## src/rtl/debug_overlay_renderer_if.sv

```systemverilog
`default_nettype none
// ============================================================================
//  Module   : debug_overlay_renderer_if
//  Purpose  : Pixel-position, register-snapshot and colour signals shared by
//             the debug overlay renderer and whatever drives/consumes it.
//  Revision : 1.0 - initial release
// ============================================================================
interface debug_overlay_renderer_if #(
    parameter int REG_COUNT  = 16,
    parameter int DATA_WIDTH = 16
);
    logic [10:0]                      x;
    logic [10:0]                      y;
    logic                             frameStart;
    logic [REG_COUNT*DATA_WIDTH-1:0]  registerValue;
    logic                             pageNext;
    logic                             freeze;
    logic [2:0]                       r;
    logic [2:0]                       g;
    logic [2:0]                       b;
    logic [3:0]                       page;

    modport master (
        output x, y, frameStart, registerValue, pageNext, freeze,
        input  r, g, b, page
    );

    modport slave (
        input  x, y, frameStart, registerValue, pageNext, freeze,
        output r, g, b, page
    );
endinterface
`default_nettype wire

```

## src/rtl/debug_overlay_renderer.sv

```systemverilog
`default_nettype none
// ============================================================================
//  Module   : debug_overlay_renderer
//  Purpose  : Draws a paged hex dump of a register bank as an 8x16-character
//             panel over live video, highlighting values that changed since
//             the previous captured frame. Two-stage pixel pipeline.
//  Revision : 1.0 - initial release
// ============================================================================
module debug_overlay_renderer #(
    parameter int REG_COUNT  = 16,
    parameter int DATA_WIDTH = 16,
    parameter int PAGE_ROWS  = 8,
    parameter int ORIGIN_X   = 200,
    parameter int ORIGIN_Y   = 240
) (
    input  logic                      clk,
    input  logic                      rst,
    debug_overlay_renderer_if.slave   bus
);
    localparam int         c_NIBBLES   = DATA_WIDTH / 4;
    localparam int         c_NUM_PAGES = (REG_COUNT + PAGE_ROWS - 1) / PAGE_ROWS;
    localparam logic [3:0] c_LAST_PAGE = 4'(c_NUM_PAGES - 1);
    localparam int         c_PANEL_W   = 8 * (2 + c_NIBBLES);
    localparam int         c_PANEL_H   = 16 * PAGE_ROWS;

    // Seven-segment style hex glyphs in an 8x16 cell: segments live on
    // rows 1/7/14 and columns 1/6, leaving a one-pixel gutter around each.
    function automatic logic glyph_px(input logic [3:0] nib,
                                      input logic [3:0] row,
                                      input logic [2:0] col);
        logic [6:0] s;
        logic       top, mid, bot, upper, lower, hspan, left, right;
        case (nib)
            4'h0: s = 7'h3F;  4'h1: s = 7'h06;  4'h2: s = 7'h5B;  4'h3: s = 7'h4F;
            4'h4: s = 7'h66;  4'h5: s = 7'h6D;  4'h6: s = 7'h7D;  4'h7: s = 7'h07;
            4'h8: s = 7'h7F;  4'h9: s = 7'h6F;  4'hA: s = 7'h77;  4'hB: s = 7'h7C;
            4'hC: s = 7'h39;  4'hD: s = 7'h5E;  4'hE: s = 7'h79;  default: s = 7'h71;
        endcase
        top   = (row == 4'd1);
        mid   = (row == 4'd7);
        bot   = (row == 4'd14);
        upper = (row >= 4'd1) && (row <= 4'd7);
        lower = (row >= 4'd7) && (row <= 4'd14);
        hspan = (col >= 3'd1) && (col <= 3'd6);
        left  = (col == 3'd1);
        right = (col == 3'd6);
        return (s[0] && top && hspan)   || (s[1] && right && upper) ||
               (s[2] && right && lower) || (s[3] && bot && hspan)   ||
               (s[4] && left && lower)  || (s[5] && left && upper)  ||
               (s[6] && mid && hspan);
    endfunction

    logic [DATA_WIDTH-1:0] r_snap [REG_COUNT];
    logic [REG_COUNT-1:0]  r_changed;
    logic                  r_shown;     // panel stays blank until the first frameStart after reset
    logic [3:0]            r_page;
    logic                  r_pending;

    logic                  r_s1_en;
    logic [3:0]            r_s1_nib;
    logic [3:0]            r_s1_grow;
    logic [2:0]            r_s1_gcol;
    logic                  r_s1_chg;

    logic [2:0]            r_r, r_g, r_b;

    logic [10:0]           w_dx, w_dy;
    logic [7:0]            w_col;
    logic [6:0]            w_row;
    logic [7:0]            w_reg_idx;
    logic                  w_in_panel, w_on_screen, w_reg_ok;
    logic [DATA_WIDTH-1:0] w_val;
    logic                  w_chg, w_glyph, w_s1_en, w_lit;
    logic [3:0]            w_nib;

    // Snapshot capture and page stepping, both only at frame start.
    // A pageNext arriving on the frameStart cycle belongs to the new frame.
    always_ff @(posedge clk or negedge rst) begin
        if (!rst) begin
            for (int k = 0; k < REG_COUNT; k++) r_snap[k] <= '0;
            r_changed <= '0;
            r_shown   <= 1'b0;
            r_page    <= 4'd0;
            r_pending <= 1'b0;
        end else if (bus.frameStart) begin
            r_shown <= 1'b1;
            if (!bus.freeze) begin
                for (int k = 0; k < REG_COUNT; k++) begin
                    r_snap[k]    <= bus.registerValue[k*DATA_WIDTH +: DATA_WIDTH];
                    r_changed[k] <= (bus.registerValue[k*DATA_WIDTH +: DATA_WIDTH] != r_snap[k]);
                end
            end
            if (r_pending) r_page <= (r_page == c_LAST_PAGE) ? 4'd0 : r_page + 4'd1;
            r_pending <= bus.pageNext;
        end else if (bus.pageNext) begin
            r_pending <= 1'b1;
        end
    end

    assign w_dx        = bus.x - 11'(ORIGIN_X);
    assign w_dy        = bus.y - 11'(ORIGIN_Y);
    assign w_col       = w_dx[10:3];
    assign w_row       = w_dy[10:4];
    assign w_in_panel  = (bus.x >= 11'(ORIGIN_X)) && (w_dx < 11'(c_PANEL_W)) &&
                         (bus.y >= 11'(ORIGIN_Y)) && (w_dy < 11'(c_PANEL_H));
    assign w_on_screen = (bus.x < 11'd640) && (bus.y < 11'd480);
    assign w_reg_idx   = 8'(32'(r_page) * PAGE_ROWS + 32'(w_row));
    assign w_reg_ok    = (w_reg_idx < 8'(REG_COUNT));

    // Character decode: column 0 is the register index, column 1 a gap,
    // the rest are value nibbles with the most significant one leftmost.
    always_comb begin
        w_val   = '0;
        w_chg   = 1'b0;
        w_glyph = 1'b0;
        w_nib   = w_reg_idx[3:0];
        for (int k = 0; k < REG_COUNT; k++) begin
            if (w_reg_idx == 8'(k)) begin
                w_val = r_snap[k];
                w_chg = r_changed[k];
            end
        end
        if (w_col == 8'd0) w_glyph = 1'b1;
        for (int n = 0; n < c_NIBBLES; n++) begin
            if (w_col == 8'(c_NIBBLES + 1 - n)) begin
                w_glyph = 1'b1;
                w_nib   = w_val[n*4 +: 4];
            end
        end
    end

    assign w_s1_en = w_in_panel && w_on_screen && w_reg_ok && w_glyph && r_shown;

    // Stage 1: register the character/glyph-cell decode.
    always_ff @(posedge clk or negedge rst) begin
        if (!rst) begin
            r_s1_en   <= 1'b0;
            r_s1_nib  <= 4'd0;
            r_s1_grow <= 4'd0;
            r_s1_gcol <= 3'd0;
            r_s1_chg  <= 1'b0;
        end else begin
            r_s1_en   <= w_s1_en;
            r_s1_nib  <= w_nib;
            r_s1_grow <= w_dy[3:0];
            r_s1_gcol <= w_dx[2:0];
            r_s1_chg  <= w_chg;
        end
    end

    assign w_lit = r_s1_en && glyph_px(r_s1_nib, r_s1_grow, r_s1_gcol);

    // Stage 2: glyph lookup and colour; changed registers draw in yellow.
    always_ff @(posedge clk or negedge rst) begin
        if (!rst) begin
            r_r <= 3'd0;
            r_g <= 3'd0;
            r_b <= 3'd0;
        end else begin
            r_r <= w_lit ? 3'd7 : 3'd0;
            r_g <= w_lit ? 3'd7 : 3'd0;
            r_b <= (w_lit && !r_s1_chg) ? 3'd7 : 3'd0;
        end
    end

    assign bus.r    = r_r;
    assign bus.g    = r_g;
    assign bus.b    = r_b;
    assign bus.page = r_page;
endmodule
`default_nettype wire

```

## src/flat_wrapper.sv

```systemverilog
// flat-port wrapper written by rule: the top's interface ports become plain ports
module debug_overlay_renderer_flat 
#(
    parameter int REG_COUNT  = 16,
    parameter int DATA_WIDTH = 16,
    parameter int PAGE_ROWS  = 8,
    parameter int ORIGIN_X   = 200,
    parameter int ORIGIN_Y   = 240
)
  (clk, rst, bus_x, bus_y, bus_frameStart, bus_registerValue, bus_pageNext, bus_freeze, bus_r, bus_g, bus_b, bus_page);
  debug_overlay_renderer_if #(.REG_COUNT(REG_COUNT), .DATA_WIDTH(DATA_WIDTH)) bus_i ();
  input  logic clk;
  input  logic rst;
  input wire logic [$bits(bus_i.x)-1:0] bus_x;
  input wire logic [$bits(bus_i.y)-1:0] bus_y;
  input wire logic [$bits(bus_i.frameStart)-1:0] bus_frameStart;
  input wire logic [$bits(bus_i.registerValue)-1:0] bus_registerValue;
  input wire logic [$bits(bus_i.pageNext)-1:0] bus_pageNext;
  input wire logic [$bits(bus_i.freeze)-1:0] bus_freeze;
  output wire logic [$bits(bus_i.r)-1:0] bus_r;
  output wire logic [$bits(bus_i.g)-1:0] bus_g;
  output wire logic [$bits(bus_i.b)-1:0] bus_b;
  output wire logic [$bits(bus_i.page)-1:0] bus_page;
  assign bus_i.x = bus_x;
  assign bus_i.y = bus_y;
  assign bus_i.frameStart = bus_frameStart;
  assign bus_i.registerValue = bus_registerValue;
  assign bus_i.pageNext = bus_pageNext;
  assign bus_i.freeze = bus_freeze;
  assign bus_r = bus_i.r;
  assign bus_g = bus_i.g;
  assign bus_b = bus_i.b;
  assign bus_page = bus_i.page;
  debug_overlay_renderer #(.REG_COUNT(REG_COUNT), .DATA_WIDTH(DATA_WIDTH), .PAGE_ROWS(PAGE_ROWS), .ORIGIN_X(ORIGIN_X), .ORIGIN_Y(ORIGIN_Y)) u_core (.clk(clk), .rst(rst), .bus(bus_i));
endmodule
```

## config.mk

```make
export PLATFORM = sky130hd
export DESIGN_NAME = debug_overlay_renderer_flat
export DESIGN_NICKNAME = d
export VERILOG_FILES = /design/src/rtl/debug_overlay_renderer_if.sv /design/src/rtl/debug_overlay_renderer.sv /design/src/flat_wrapper.sv
export SDC_FILE = /design/constraint.sdc
export NUM_CORES = 1
export LEC_CHECK = 0
export ABC_AREA = 1
export CAP_MARGIN = 10
export CORE_MARGIN = 2
export CORE_UTILIZATION = 59
export CTS_CLUSTER_SIZE = 8
export DETAILED_ROUTE_END_ITERATION = 6
export GPL_TIMING_DRIVEN = 0
export PLACE_DENSITY_LB_ADDON = 0.08
export SLEW_MARGIN = 5
export SYNTH_ARGS = -nofsm -noshare
export SYNTH_HDL_FRONTEND = slang
export SYNTH_SLANG_ARGS = --single-unit
export TNS_END_PERCENT = 1
```

## constraint.sdc

```tcl
create_clock -name clk -period 5.1 [get_ports clk]
set_clock_uncertainty 0.05 [all_clocks]
set_input_delay 1.275 -clock clk [delete_from_list [all_inputs] [get_ports clk]]
set_output_delay 1.275 -clock clk [all_outputs]
set_load 0.01 [all_outputs]
```

Word-level counts from Yosys, hierarchy flattened
Memory sizes are Yosys's and may differ from the RTL's.
Cells that the tools add are included.
Cells by class
  $add $sub $neg: 4
  multipliers: 0
  divide/modulo/power cells: 0
  order comparisons: 13
  equal/unequal tests: 41
  shift-type cells: 0
  mux-type cells: 46
  bitwise gates (word level): 1
  reductions and logical operators: 39
Operator list (number)
  16-bit two-way mux: 16
  16-bit != test: 16
  8-bit by 4-bit == test with 1-bit output, second input constant: 8
  8-bit by 3-bit == test with 1-bit output, second input constant: 6
  8-bit by 2-bit == test with 1-bit output, second input constant: 4
  1-bit logical AND: 27
  1-bit two-way mux: 23
  11-bit by 8-bit greater-or-equal comparator with 1-bit output, second input constant: 2
  11-bit by 8-bit subtractor with 11-bit output, second input constant: 2
  4-bit two-way mux: 5
  8-bit zero test: 2
  11-bit by 10-bit less-than comparator with 1-bit output, second input constant: 1
  11-bit by 6-bit less-than comparator with 1-bit output, second input constant: 1
  11-bit by 8-bit less-than comparator with 1-bit output, second input constant: 1
  11-bit by 9-bit less-than comparator with 1-bit output, second input constant: 1
  7-bit by 7-bit adder with 8-bit output: 1
  4-bit by 1-bit == test with 1-bit output, second input constant: 2
  8-bit by 1-bit == test with 1-bit output, second input constant: 1
  8-bit by 5-bit less-than comparator with 1-bit output, second input constant: 1
  1-bit logical OR: 6
  3-bit two-way mux: 2
  4-bit by 1-bit adder with 4-bit output, second input constant: 1
  4-bit by 3-bit == test with 1-bit output, second input constant: 1
  4-bit == test, second input constant: 1
  12 further kinds: 13
Storage, ports and cells
  flip-flop bits (word level): 297
  bits in latches: 0
  RAM bits: 0
  memory bits (read-only): 112
  output and inout port bits: 13
  logic and storage cells: 172
  memories: 1
Memory list
  (name not given): words 16, bits a word 7, rd ports 1, clocked after Yosys merged registers in 0, wr ports 0, RTL line debug_overlay_renderer.sv:33  | case (nib)

Longest topological paths before layout
Gate-level depths: netlist (run 1).
  word-level depth: 23
  gate-level depth with buffers: 36

Least setup slack after synthesis (run 1)
OpenSTA, ideal clock, no wires.
  kind: in2reg
  start point: in bus_y[4]
  end point: reg u_core.r_s1_nib[2]
  library setup time: 0.126 ns
  data arrival time: 4.114 ns
  data required time: 4.924 ns
  slack: 0.810 ns
  stages on the path: 28
  path through: ha_1 nand3_1 xor2_1 fa_1 nor2_1 nand2_1 nor2_2 nand2_2 nor2_8 buf_8 nand2_4 buf_4 o211ai_2 nand3_1 o21ai_1 nand3_1 nand2_1 nand2_1 nand2_1 nand2_1 nand2_1 nand2_1 nand3_1 nand3_1 nand2_1 nand2_1 a21oi_1 nand3_1
Between the ends
  cells in the longest elaborated chain, start to end: 23
  elaborated cells on any way between the ends: 38
  those cells by class: 2 x add/sub; 15 x eq/ne; 20 x mux; 1 x reduce/logical
Ends and longest elaborated chain
  start: declaration: RTL line flat_wrapper.sv:15  | input wire logic [$bits(bus_i.y)-1:0] bus_y;
  11-bit by 8-bit subtractor with 11-bit output *: RTL line debug_overlay_renderer.sv:101  | assign w_dy = bus.y - 11'(ORIGIN_Y);
  7-bit by 7-bit adder with 8-bit output *: RTL line debug_overlay_renderer.sv:107  | assign w_reg_idx = 8'(32'(r_page) * PAGE_ROWS + 32'(w_row));
  8-bit zero test: RTL line debug_overlay_renderer.sv:118  | if (w_reg_idx == 8'(k)) begin
  16-bit two-way mux (16 in a row): RTL line debug_overlay_renderer.sv:118
  4-bit two-way mux (3 in a row): RTL line debug_overlay_renderer.sv:125  | if (w_col == 8'(c_NIBBLES + 1 - n)) begin
  4-bit two-way mux *: RTL line debug_overlay_renderer.sv:125
  net u_core.w_nib[2]: RTL line debug_overlay_renderer.sv:74  | logic [3:0] w_nib;
  end signal: assignment: RTL line debug_overlay_renderer.sv:144  | r_s1_nib <= w_nib;
  end: declaration: RTL line debug_overlay_renderer.sv:60  | logic [3:0] r_s1_nib;
Mark *: on every way through the listed nets, which the timed path passes. The rest lies on a longest branch.
A chain may end at the register's enable or synchronous reset.

Final worst setup path (run 1)
  start point: in bus_y[9]
  end point: reg u_core.r_s1_nib[3]
Between the ends
  cells in the longest elaborated chain, start to end: 23
  elaborated cells on any way between the ends: 38
  those cells by class: 2 x add/sub; 15 x eq/ne; 20 x mux; 1 x reduce/logical
Ends and longest elaborated chain (RTL line)
  11-bit by 8-bit subtractor with 11-bit output *: debug_overlay_renderer.sv:101
  7-bit by 7-bit adder with 8-bit output *: debug_overlay_renderer.sv:107
  8-bit zero test: debug_overlay_renderer.sv:118
  16-bit two-way mux (15 in a row): debug_overlay_renderer.sv:118
  16-bit two-way mux *: debug_overlay_renderer.sv:118
  4-bit two-way mux (3 in a row): debug_overlay_renderer.sv:125
  4-bit two-way mux *: debug_overlay_renderer.sv:125
  net u_core.w_nib[3]: debug_overlay_renderer.sv:74
Marked as above.

==> metrics.md, run 1 <==
| Metric | Value |
|---|---|
| Post-route ant nets | `0` |
| Hold Path Cell Cnt | `1` |
| Synth unique cells | `55` |
| Total power after layout | `0.00683 W` |
| Top-Level Pins | `296` |
| Hold buffers post-CTS | `0` |
| CP dominant cell by count | `nand2_1` |
| Arr. time, crit path | `5.33 ns` |
| Inst Count DP | `3264` |
| RSZ-0062 raised after global routing | `yes` |
| Final setup fails | `0` |
| Area growth from synthesis to layout | `25.9%` |
| Synthesized instance count | `2571` |
| CTS buffer count | `42` |
| R2R depth | `26` |
| EDFF count, synth | `0` |
| Sequential share of the synthesized area | `40.2%` |
| Fmax | `0.200 GHz` |
| CP peak stage delay | `0.43 ns` |
| Worst-path clk slew | `0.05 ns` |
| Fin Setup TNS | `0 ns` |
| Slowest-stage cell, CP | `clkdlybuf4s50_1` |
| Slew @ Worst Pin | `1.09 ns` |
| Routed Wire Length | `62800 um` |
| Clk sinks | `293` |
| R2r setup slk | `1.01 ns` |
| Post-DP HPWL | `46600 um` |
| Critical Path End Type | `flip-flop` |
| Syn avg cell area | `7.10 sq um` |
| Tmin final | `4.99 ns` |
| Req. time, crit path | `5.44 ns` |
| Synth top area cells | `dfrtp_1 (40%), nand2_1 (18%), o21ai_0 (6.7%)` |
| LEAKAGE | `11.0 nW` |
| Fin. max-slew vios | `0` |
| Proportion of layout cells with a drive suffix above 1 | `6.21%` |
| Pin count of the biggest net entering global routing | `108` |
| Startpoint Class | `input port` |
| Total gr overflow | `0` |
| Layout fillers | `2432` |
| Final net count | `3219` |
| Die W | `180 um` |
| GR Util All Layers | `38.0%` |
| R2r endpoint | `u_core.r_s1_nib[3]` |
| Pwr Density | `297 nW/um^2` |
| Via density | `5.72` |
| Critical path class | `in -> reg` |
| Slew HR | `27.2%` |
| Most area-hungry cell type in the Yosys netlist | `dfrtp_1` |
| Skew-Pair Late Insertion Delay | `0.54 ns` |
| Worst vdd ir | `262 uV` |
| Asr flop ratio synth | `100%` |
| Non-Filler Instances | `3316` |
| Residual DRC count | `0` |
| Std cell rows | `64` |
| Final Hold Fails | `0` |
| CTS H-tree lvls | `2` |
| Min-delay src | `u_core.r_s1_chg` |
| Synth warnings | `0` |
| Outcome | `completed` |
| Routability cong. | `1.03` |
| Wire per inst | `19.0 um` |
| Area fraction of the dominant cell type after synthesis | `40.2%` |
| Critical R2R Launch | `u_core.bus.page[0]` |
| Initial Util | `59.8%` |
| CTS Root Cell | `clkbuf_16` |
| DR iter-0 viols | `2197` |
| Min-Delay Path Class | `reg -> reg` |
| Critical Path Fanout Max | `9` |
| Max-cap violations | `0` |
| Die H | `180 um` |
| Final worst-path cycle share | `97.9%` |
| Core area | `30500 sq um` |
| Via count | `18951` |
| Maximum clock insertion buffer count | `3` |
| Main synth FF type | `dfrtp_1` |
| Post-Syn Nets | `2875` |
| Port Buffers | `295` |
| Synthesized area | `18200 sq um` |
| First-pass GRT wire length | `97900 um` |
| FF+latch count, synth | `293` |
| Pre-Repair DR Iteration Count | `6` |
| CTS tree | `yes` |
| Vias in the first global route | `18515` |
| Die Footprint | `32300 sq um` |
| Hold Path Sink | `u_core.bus.b[1]` |
| Number of antenna violations at the first check in global routing | `4` |
[area by class of cell]
class | instances | area [sq um] | area share, %
sequential | 293 | 7330 | 31.9
multi-input combinational | 1842 | 9260 | 40.3
clock inverter | 2 | 13.8 | 0.0599
clock buffer | 43 | 1080 | 4.68
tap | 396 | 495 | 2.16
antenna | 4 | 10.0 | 0.0436
inverter | 336 | 1260 | 5.51
timing repair buffer | 301 | 3040 | 13.2
buffer | 99 | 482 | 2.10
[power by group]
part	total, W	internal (W)	switching [W]	leakage, nW
combinational	0.00150	0.000616	0.000882	6.90
clock	0.00247	0.00147	0.00100	0.538
sequential	0.00286	0.00261	0.000250	3.57
total	0.00683	0.00470	0.00213	11.0
[worst max path at each step]
stage / startpoint / endpoint / slack (ns) / depth (start not counted)
4_1_cts: bus_y[7] / u_core.r_s1_nib[2] / 0.02 / 32
6_report: bus_y[9] / u_core.r_s1_nib[3] / 0.11 / 30
3_3_place_gp: rst / u_core.r_snap[49] / -10.30 / 1
2_1_floorplan: bus_y[4] / u_core.r_s1_nib[2] / 0.81 / 28
5_1_grt: bus_y[4] / u_core.r_s1_nib[2] / -0.06 / 31
3_5_place_dp: bus_y[5] / u_core.r_s1_nib[3] / -0.88 / 30
[timing repair]
item,in CTS,in global routing
pin swaps,0,12
gates resized for setup,9,26
setup buffers,0,4
endpoints found under the setup margin,5,5
[state kept, by name, indices dropped and copies added (netlist names)]
register,flops
u_core.r_s1_chg,1
u_core.bus.b,1
u_core.r_s1_nib,4
u_core.bus.r,1
u_core.r_shown,1
u_core.r_s1_grow,4
u_core.r_changed,16
u_core.r_s1_gcol,3
u_core.r_pending,1
u_core.r_snap,256
u_core.r_s1_en,1
u_core.bus.page,4
[critical path: cells and delay by family]
kind                       cells  cell delay (ns)
AOI/OAI and AO/OA              1             0.15
xor gates and xnor gates       1             0.28
adders and majority gates      1             0.31
buffers and inverters          5             0.97
and+or+nand+nor               22             2.33
[cells in the mapped netlist, drive strengths merged, types with 20 or more instances]
cell type	count
nor2	169
inv	334
o21ai	270
nand3	92
buf	34
clkbuf	66
nor4	24
nand2	867
ha	20
a21oi	49
xnor2	72
nand4	45
xor2	72
dfrtp	293
or2	50
[metal layers]
layer | routed length [um] | global-route usage, % | vias up
li1 | - | - | 8780
met1 | 25000 | 50.3 | 8868
met2 | 28900 | 60.8 | 1101
met3 | 6180 | 7.90 | 202
met4 | 2810 | 16.1 | 0
met5 | 0 | 0 | -
[placed cells by master (no fill, tap or decap), types with 4 or more instances in the layout]
| cell | instances |
|---|---|
| clkbuf_1 | 66 |
| a211oi_1 | 7 |
| o41ai_1 | 5 |
| inv_2 | 15 |
| a221oi_1 | 5 |
| o21ai_0 | 242 |
| buf_2 | 12 |
| nand3_1 | 87 |
| nor2_4 | 5 |
| or2_2 | 48 |
| buf_1 | 5 |
| nand2_2 | 6 |
| nor2_2 | 6 |
| nand3_2 | 4 |
| xnor2_1 | 72 |
| nor2_1 | 157 |
| o21bai_1 | 10 |
| ha_1 | 16 |
| o21ai_1 | 27 |
| o2111ai_1 | 5 |
| nor4_1 | 24 |
| xor2_1 | 70 |
| a41oi_1 | 7 |
| diode_2 | 4 |
| clkdlybuf4s50_1 | 289 |
| buf_6 | 4 |
| a21oi_1 | 49 |
| nor3b_1 | 17 |
| inv_1 | 318 |
| clkbuf_16 | 43 |
| dfrtp_1 | 293 |
| nand2_1 | 859 |
| ha_4 | 4 |
| nor3_1 | 15 |
| nand4_1 | 45 |
| o211ai_1 | 9 |
| buf_4 | 14 |
| o31ai_1 | 4 |
[logic make-up (layout without fill, tap and decap cells)]
logic type / Yosys count / count (layout) / share of synthesized area [%]
buf+inv: 436 / 781 / 9.52
compound gates: 387 / 387 / 11.8
other cells: 0 / 4 / 0
fa+ha+maj: 21 / 21 / 1.48
flops: 293 / 293 / 40.2
xor+xnor: 144 / 144 / 6.91
simple gates: 1290 / 1290 / 30.1
[through the flow]
step | utilization (%) | setup slack [ns] | cell area, sq um | hold slack (ns)
6_report | 75.3 | 0.108 | 23000 | 0.369
3_5_place_dp | 71.3 | -0.875 | 21800 | 0.354
3_3_place_gp | 71.1 | -10.30 | 21700 | 0.344
4_1_cts | 74.9 | 0.0209 | 22900 | 0.375
5_1_grt | 75.3 | -0.0599 | 23000 | 0.378
2_1_floorplan | - | 0.810 | 18200 | 0.330
No activity file was read; power rests on OpenSTA's default activity.
==> inputs of run 2 (changes only) <==
Settings changed: CORE_UTILIZATION 59 to 55, TNS_END_PERCENT 1 to 20.
Clock period 5.1 ns to 5.3 ns, I/O delays scaled along.
==> metrics.md, run 2 (same netlist as run 1, synthesis figures left out) <==
| Metric | Value |
|---|---|
| Outcome | `completed` |
| CTS tree | `yes` |
| Die Footprint | `34600 sq um (+7.1%)` |
| Routability cong. | `1.01 (-2.2%)` |
| GR Util All Layers | `35.5% (-2.4 points)` |
| Slew HR | `21.8% (-5.4 points)` |
| Routed Wire Length | `61700 um (-1.8%)` |
| CP peak stage delay | `0.46 ns (+0.03 ns)` |
| Slew @ Worst Pin | `1.17 ns (+0.0809 ns)` |
| Hold Path Sink | `u_core.bus.b[1]` |
| Std cell rows | `66 (+3.1%)` |
| Post-DP HPWL | `46700 um (about the same)` |
| Clk sinks | `293 (unchanged)` |
| Post-route ant nets | `0 (unchanged)` |
| Critical path class | `in -> reg` |
| Arr. time, crit path | `5.49 ns (+0.16 ns)` |
| Max-cap violations | `0 (unchanged)` |
| Non-Filler Instances | `3367 (+1.5%)` |
| Min-delay src | `u_core.r_s1_chg` |
| Port Buffers | `295 (unchanged)` |
| Area growth from synthesis to layout | `26.5%` |
| Via density | `5.55 (-2.9%)` |
| Critical path's top delay family | `simple AND/OR/NAND/NOR gates` |
| Critical R2R Launch | `u_core.bus.page[0]` |
| Min-Delay Path Class | `reg -> reg` |
| Total gr overflow | `0 (unchanged)` |
| R2r endpoint | `u_core.r_s1_nib[1]` |
| First-pass GRT wire length | `94300 um (-3.6%)` |
| Critical Path Fanout Max | `9 (unchanged)` |
| Pin count of the biggest net entering global routing | `102 (-5.6%)` |
| Max reg flops | `256 (unchanged)` |
| Skew-Pair Late Insertion Delay | `0.54 ns (about the same)` |
| Area of the multi-input gates | `9240 sq um (-0.24%)` |
| Vias in the first global route | `17724 (-4.3%)` |
| CTS H-tree lvls | `2 (unchanged)` |
| Number of antenna violations at the first check in global routing | `4 (unchanged)` |
| Final Worst Setup Slack | `0.162 ns (+0.0542 ns)` |
| Worst vdd ir | `240 uV (-8.1%)` |
| CTS buffer count | `42 (unchanged)` |
| Pwr Density | `287 nW/um^2 (-3.6%)` |
| Final Hold Fails | `0 (unchanged)` |
| Wire per inst | `18.3 um (-3.3%)` |
| Hold buffers post-CTS | `0 (unchanged)` |
| Die H | `186 um (+3.5%)` |
| Residual DRC count | `0 (unchanged)` |
| Pre-CTS setup slack | `-0.811 ns (+0.0640 ns)` |
| R2R depth | `26 (unchanged)` |
| Via count | `18689 (-1.4%)` |
| Final setup fails | `0 (unchanged)` |
| Final worst-path cycle share | `96.9%` |
| Maximum clock insertion buffer count | `3 (unchanged)` |
| Core area | `32600 sq um (+6.9%)` |
| R2r setup slk | `1.18 ns (+0.17 ns)` |
| Tmin final | `5.14 ns` |
| Critical Path End Type | `flip-flop` |
| Pre-Repair DR Iteration Count | `6 (unchanged)` |
| Slowest-stage cell, CP | `clkdlybuf4s50_1` |
| Startpoint Class | `input port` |
| DR iter-0 viols | `1742 (-21%)` |
| Proportion of layout cells with a drive suffix above 1 | `6.37% (+0.16 points)` |
| Grt met1 use | `48.3% (-2.0 points)` |
| Hold Path Cell Cnt | `1 (unchanged)` |
| LEAKAGE | `11.1 nW (+0.56%)` |
| Fmax | `0.195 GHz` |
| CP dominant cell by count | `nand2_1` |
| Biggest regs | `u_core.r_snap x256, u_core.r_changed x16` |
| Reg area | `7330 sq um (unchanged)` |
| Commonest non-fill, non-tap cell in the layout | `nand2_1` |
| CTS Root Cell | `clkbuf_16` |
| Layout fillers | `2733 (+12%)` |
| Grt met2 use | `57.8% (-3.1 points)` |
| Worst-path clk slew | `0.05 ns (about the same)` |
| Fin. max-slew vios | `0 (unchanged)` |
| CP Buf/Inv Count | `5 (unchanged)` |
| Most frequent cells in the layout | `nand2_1 (859), inv_1 (318), dfrtp_1 (293)` |
| Top-Level Pins | `296 (unchanged)` |
| Inst Count DP | `3310 (+1.4%)` |
| Met3 Use GR | `5.18% (-2.7 points)` |
| Most flop-heavy register | `u_core.r_snap` |
| Die W | `186 um (+3.5%)` |
| Req. time, crit path | `5.65 ns (+0.21 ns)` |
| Initial Util | `55.9% (-3.9 points)` |
| Final net count | `3224 (+0.16%)` |
| Busiest metal layer after global routing | `met2` |
[run 2: cell types whose count changed in the layout (fill, tap and decap cells not counted), moves of 2 or more]
cell       change
ha_4           -4
ha_1           +3
clkbuf_16      +2
clkbuf_4       -2
buf_4          +3
buf_6          +2
[run 2: power breakdown]
group | total [W] | switching (W) | internal, W
sequential | 0.00274 | 0.000227 | 0.00251
clock | 0.00245 | 0.000977 | 0.00147
combinational | 0.00143 | 0.000835 | 0.000592
[run 2: cell type report]
| type | instances | share of cell area, % |
|---|---|---|
| timing repair buffer | 305 | 13.3 |
| clock buffer | 45 | 4.88 |
| multi-input combinational | 1842 | 40.0 |
| sequential | 293 | 31.8 |
| antenna | 3 | 0.0325 |
| buffer | 100 | 2.11 |
| inverter | 336 | 5.48 |
| clock inverter | 1 | 0.0217 |
| tap | 442 | 2.40 |
[run 2: worst max-delay path by stage]
stage / start / end / slack, ns / depth (start not counted)
after floorplan: bus_y[4] / u_core.r_s1_nib[2] / 0.96 / 28
after global placement: rst / u_core.r_snap[53] / -10.29 / 1
after detailed placement: bus_y[4] / u_core.r_s1_nib[1] / -0.81 / 26
after CTS: bus_y[6] / u_core.r_s1_nib[2] / 0.0008 / 31
after global routing: bus_y[8] / u_core.r_s1_nib[3] / -0.02 / 30
final: bus_y[8] / u_core.r_s1_nib[1] / 0.16 / 27
[run 2: routing by layer]
metal | wire length (um) | part of all wire (%)
met1 | 25200 | 41
met4 | 2350 | 3.8
met3 | 5570 | 9.0
met5 | 30 | 0.049
met2 | 28600 | 46
[run 2: what timing repair did]
action | CTS | global route
gates cloned | 0 | 0
resized for setup | 8 | 22
setup endpoints to repair | 5 | 5
setup buffers | 0 | 8
pin swaps | 1 | 15
[run 2: worst register-to-register path: stages, from the launching register on]
cell	delay, ns
dfrtp_1	0.42
ha_2	0.23
fa_1	0.42
inv_1	0.09
nand2_1	0.05
nand2_1	0.08
nor2_2	0.05
nand2_2	0.11
nor2_8	0.06
buf_12	0.14
nand2_4	0.13
clkinvlp_4	0.20
buf_4	0.17
nand2_1	0.05
nand3_1	0.12
o211ai_1	0.13
nand4_1	0.19
a21oi_2	0.25
o211ai_1	0.16
nand2_1	0.20
nand2_1	0.08
nand2_1	0.06
nand3_1	0.14
nand2_1	0.14
nand2_1	0.06
o21ai_1	0.11
nand2_1	0.10
[run 2: metrics by stage]
stage / area, sq um / hold slack, ns / power, W / util [%] / setup TNS (ns)
after floorplan: 18200 / 0.330 / 0.00347 / - / 0
after global placement: 21700 / 0.346 / 0.00409 / 66.7 / -3009.64
after detailed placement: 21800 / 0.353 / 0.00414 / 66.9 / -3.86
after CTS: 23000 / 0.355 / 0.00658 / 70.4 / 0
after global routing: 23100 / 0.380 / 0.00689 / 70.7 / -0.0217
final: 23100 / 0.356 / 0.00661 / 70.8 / 0
==> inputs of run 3 (changes only) <==
Settings changed: SKIP_LAST_GASP set to 1.
==> metrics.md, run 3 (same netlist as run 1, synthesis figures left out) <==
| Metric | Value |
|---|---|
| Clk sinks | `293 (unchanged)` |
| Critical Path Fanout Max | `10 (+1)` |
| Final net count | `3229 (+0.16%)` |
| Top-Level Pins | `296 (unchanged)` |
| Arr. time, crit path | `5.47 ns (-0.02 ns)` |
| Commonest non-fill, non-tap cell in the layout | `nand2_1` |
| CP dominant cell by count | `nand2_1` |
| Vias in the first global route | `17717 (-0.039%)` |
| Most flop-heavy register | `u_core.r_snap` |
| Outcome | `completed` |
| Worst vdd ir | `240 uV (about the same)` |
| RSZ-0062 raised after global routing | `yes` |
| Startpoint Class | `input port` |
| Tmin final | `5.12 ns (-0.0196 ns)` |
| Power share of the combinational group | `21.7% (about the same)` |
| Pint | `0.00458 W (+0.14%)` |
| Critical path's top delay family | `simple AND/OR/NAND/NOR gates` |
| CTS H-tree lvls | `2 (unchanged)` |
| Final Worst Setup Slack | `0.182 ns (+0.0196 ns)` |
| Met3 Use GR | `5.18% (unchanged)` |
| Pre-CTS setup slack | `-0.811 ns (unchanged)` |
| Min-Delay Path Class | `reg -> reg` |
| Maximum clock insertion buffer count | `3 (unchanged)` |
| Via count | `18695 (+0.032%)` |
| Die W | `186 um (unchanged)` |
| Skew-Pair Late Insertion Delay | `0.54 ns (about the same)` |
| LEAKAGE | `11.1 nW (+0.20%)` |
| Hold buffers post-CTS | `0 (unchanged)` |
| Wire per inst | `18.4 um (+0.19%)` |
| Post-route ant nets | `0 (unchanged)` |
| Area growth from synthesis to layout | `27.0%` |
| Sequential power share | `41.3% (about the same)` |
| Proportion of layout cells with a drive suffix above 1 | `6.56% (+0.19 points)` |
| DR iter-0 viols | `1800 (+3.3%)` |
| Pre-Repair DR Iteration Count | `6 (unchanged)` |
| Req. time, crit path | `5.65 ns (about the same)` |
| First-pass GRT wire length | `94300 um (about the same)` |
| Die Footprint | `34600 sq um (unchanged)` |
| Critical path class | `in -> reg` |
| Critical Path End Type | `flip-flop` |
| Initial Util | `55.9% (unchanged)` |
| Core area | `32600 sq um (unchanged)` |
| Grt met1 use | `48.3% (about the same)` |
| Biggest regs | `u_core.r_snap x256, u_core.r_changed x16` |
| Total gr overflow | `0 (unchanged)` |
| Slew @ Worst Pin | `1.11 ns (-0.0671 ns)` |
| Grt met2 use | `57.8% (about the same)` |
| CP Buf/Inv Count | `5 (unchanged)` |
| Max reg flops | `256 (unchanged)` |
| Via density | `5.55 (about the same)` |
| Switching power | `0.00205 W (+0.38%)` |
| Routability cong. | `1.01 (unchanged)` |
| Pin count of the biggest net entering global routing | `102 (unchanged)` |
| Layout fillers | `2710 (-0.84%)` |
| Final worst-path cycle share | `96.6% (-0.37 points)` |
| Final Hold Fails | `0 (unchanged)` |
| Final setup fails | `0 (unchanged)` |
| CTS tree | `yes` |
| Switching share of total power | `30.9% (+0.052 points)` |
| Most frequent cells in the layout | `nand2_1 (859), inv_1 (318), dfrtp_1 (293)` |
| Clock share of power | `37.0% (about the same)` |
| Fmax | `0.195 GHz (+0.38%)` |
| Pwr Density | `286 nW/um^2 (-0.14%)` |
| Residual DRC count | `0 (unchanged)` |
| GR Util All Layers | `35.5% (about the same)` |
| Routed Wire Length | `61900 um (+0.31%)` |
| Slew HR | `26.2% (+4.5 points)` |
| Total power after layout | `0.00663 W (+0.21%)` |
| CP peak stage delay | `0.42 ns (-0.04 ns)` |
| Number of antenna violations at the first check in global routing | `4 (unchanged)` |
| Worst-path clk slew | `0.05 ns (about the same)` |
| CTS buffer count | `42 (unchanged)` |
| Die H | `186 um (unchanged)` |
| Std cell rows | `66 (unchanged)` |
| Fin. max-slew vios | `0 (unchanged)` |
| Port Buffers | `295 (unchanged)` |
| CTS Root Cell | `clkbuf_16` |
| Slowest-stage cell, CP | `fa_1` |
| Busiest metal layer after global routing | `met2` |
| Post-DP HPWL | `46700 um (unchanged)` |
| Max-cap violations | `0 (unchanged)` |
run 3: what timing repair did:
item,4_1_cts,5_1_grt
pin swaps,0,17
buffers inserted,0,12
gates cloned,0,1
gates resized for setup,6,27
setup endpoints to repair,5,5
run 3: layout make-up:
type                            instances  area [sq um]  share of cell area, %
Sequential cell                       293          7330                   31.7
Clock buffer                           45          1130                   4.86
Buffer                                100           494                   2.13
Inverter                              336          1260                   5.46
Timing Repair Buffer                  310          3120                   13.5
Tap cell                              442           553                   2.39
Multi-Input combinational cell       1842          9260                   40.0
Antenna cell                            2          5.00                 0.0216
Clock inverter                          1          5.00                 0.0216
run 3: per-stage QoR:
stage / hold slack (ns) / instance area, sq um / setup TNS [ns] / instances / utilization (%)
final: 0.356 / 23200 / 0 / 3371 / 71.0
after global routing: 0.380 / 23200 / -0.0265 / 3369 / 71.0
after CTS: 0.355 / 23000 / -0.0777 / 3356 / 70.4
after detailed placement: 0.353 / 21800 / -3.86 / 3310 / 66.9
after global placement: 0.346 / 21700 / -3009.64 / 3308 / 66.7
after floorplan: 0.330 / 18200 / 0 / 2571 / -
run 3: power groups by stage:
stage               combinational, W  sequential, W  clock (W)
global route                 0.00158        0.00276    0.00255
CTS                          0.00139        0.00273    0.00246
detailed placement           0.00138        0.00276          0
global placement             0.00134        0.00275          0
finish                       0.00144        0.00274    0.00245
floorplan                   0.000780        0.00269          0
run 3: metal layers:
layer / vias to the layer above / wire length [um]
met2: 930 / 28600
li1: 8813 / -
met3: 142 / 5390
met5: - / 30
met1: 8806 / 25700
met4: 4 / 2190
run 3: final timing paths:
check                                   start                  to  slack [ns]  depth (start not counted)
min in group asynchronous                 rst  u_core.r_snap[212]        0.73                          1
setup reg to reg           u_core.bus.page[0]  u_core.r_s1_nib[1]        1.15                         24
max in group asynchronous                 rst   u_core.r_snap[73]        3.04                          3
hold / removal                u_core.r_s1_chg     u_core.bus.b[1]        0.36                          1
hold reg to reg               u_core.r_s1_chg     u_core.bus.b[1]        0.36                          1
setup / recovery                     bus_y[4]  u_core.r_s1_nib[1]        0.18                         29
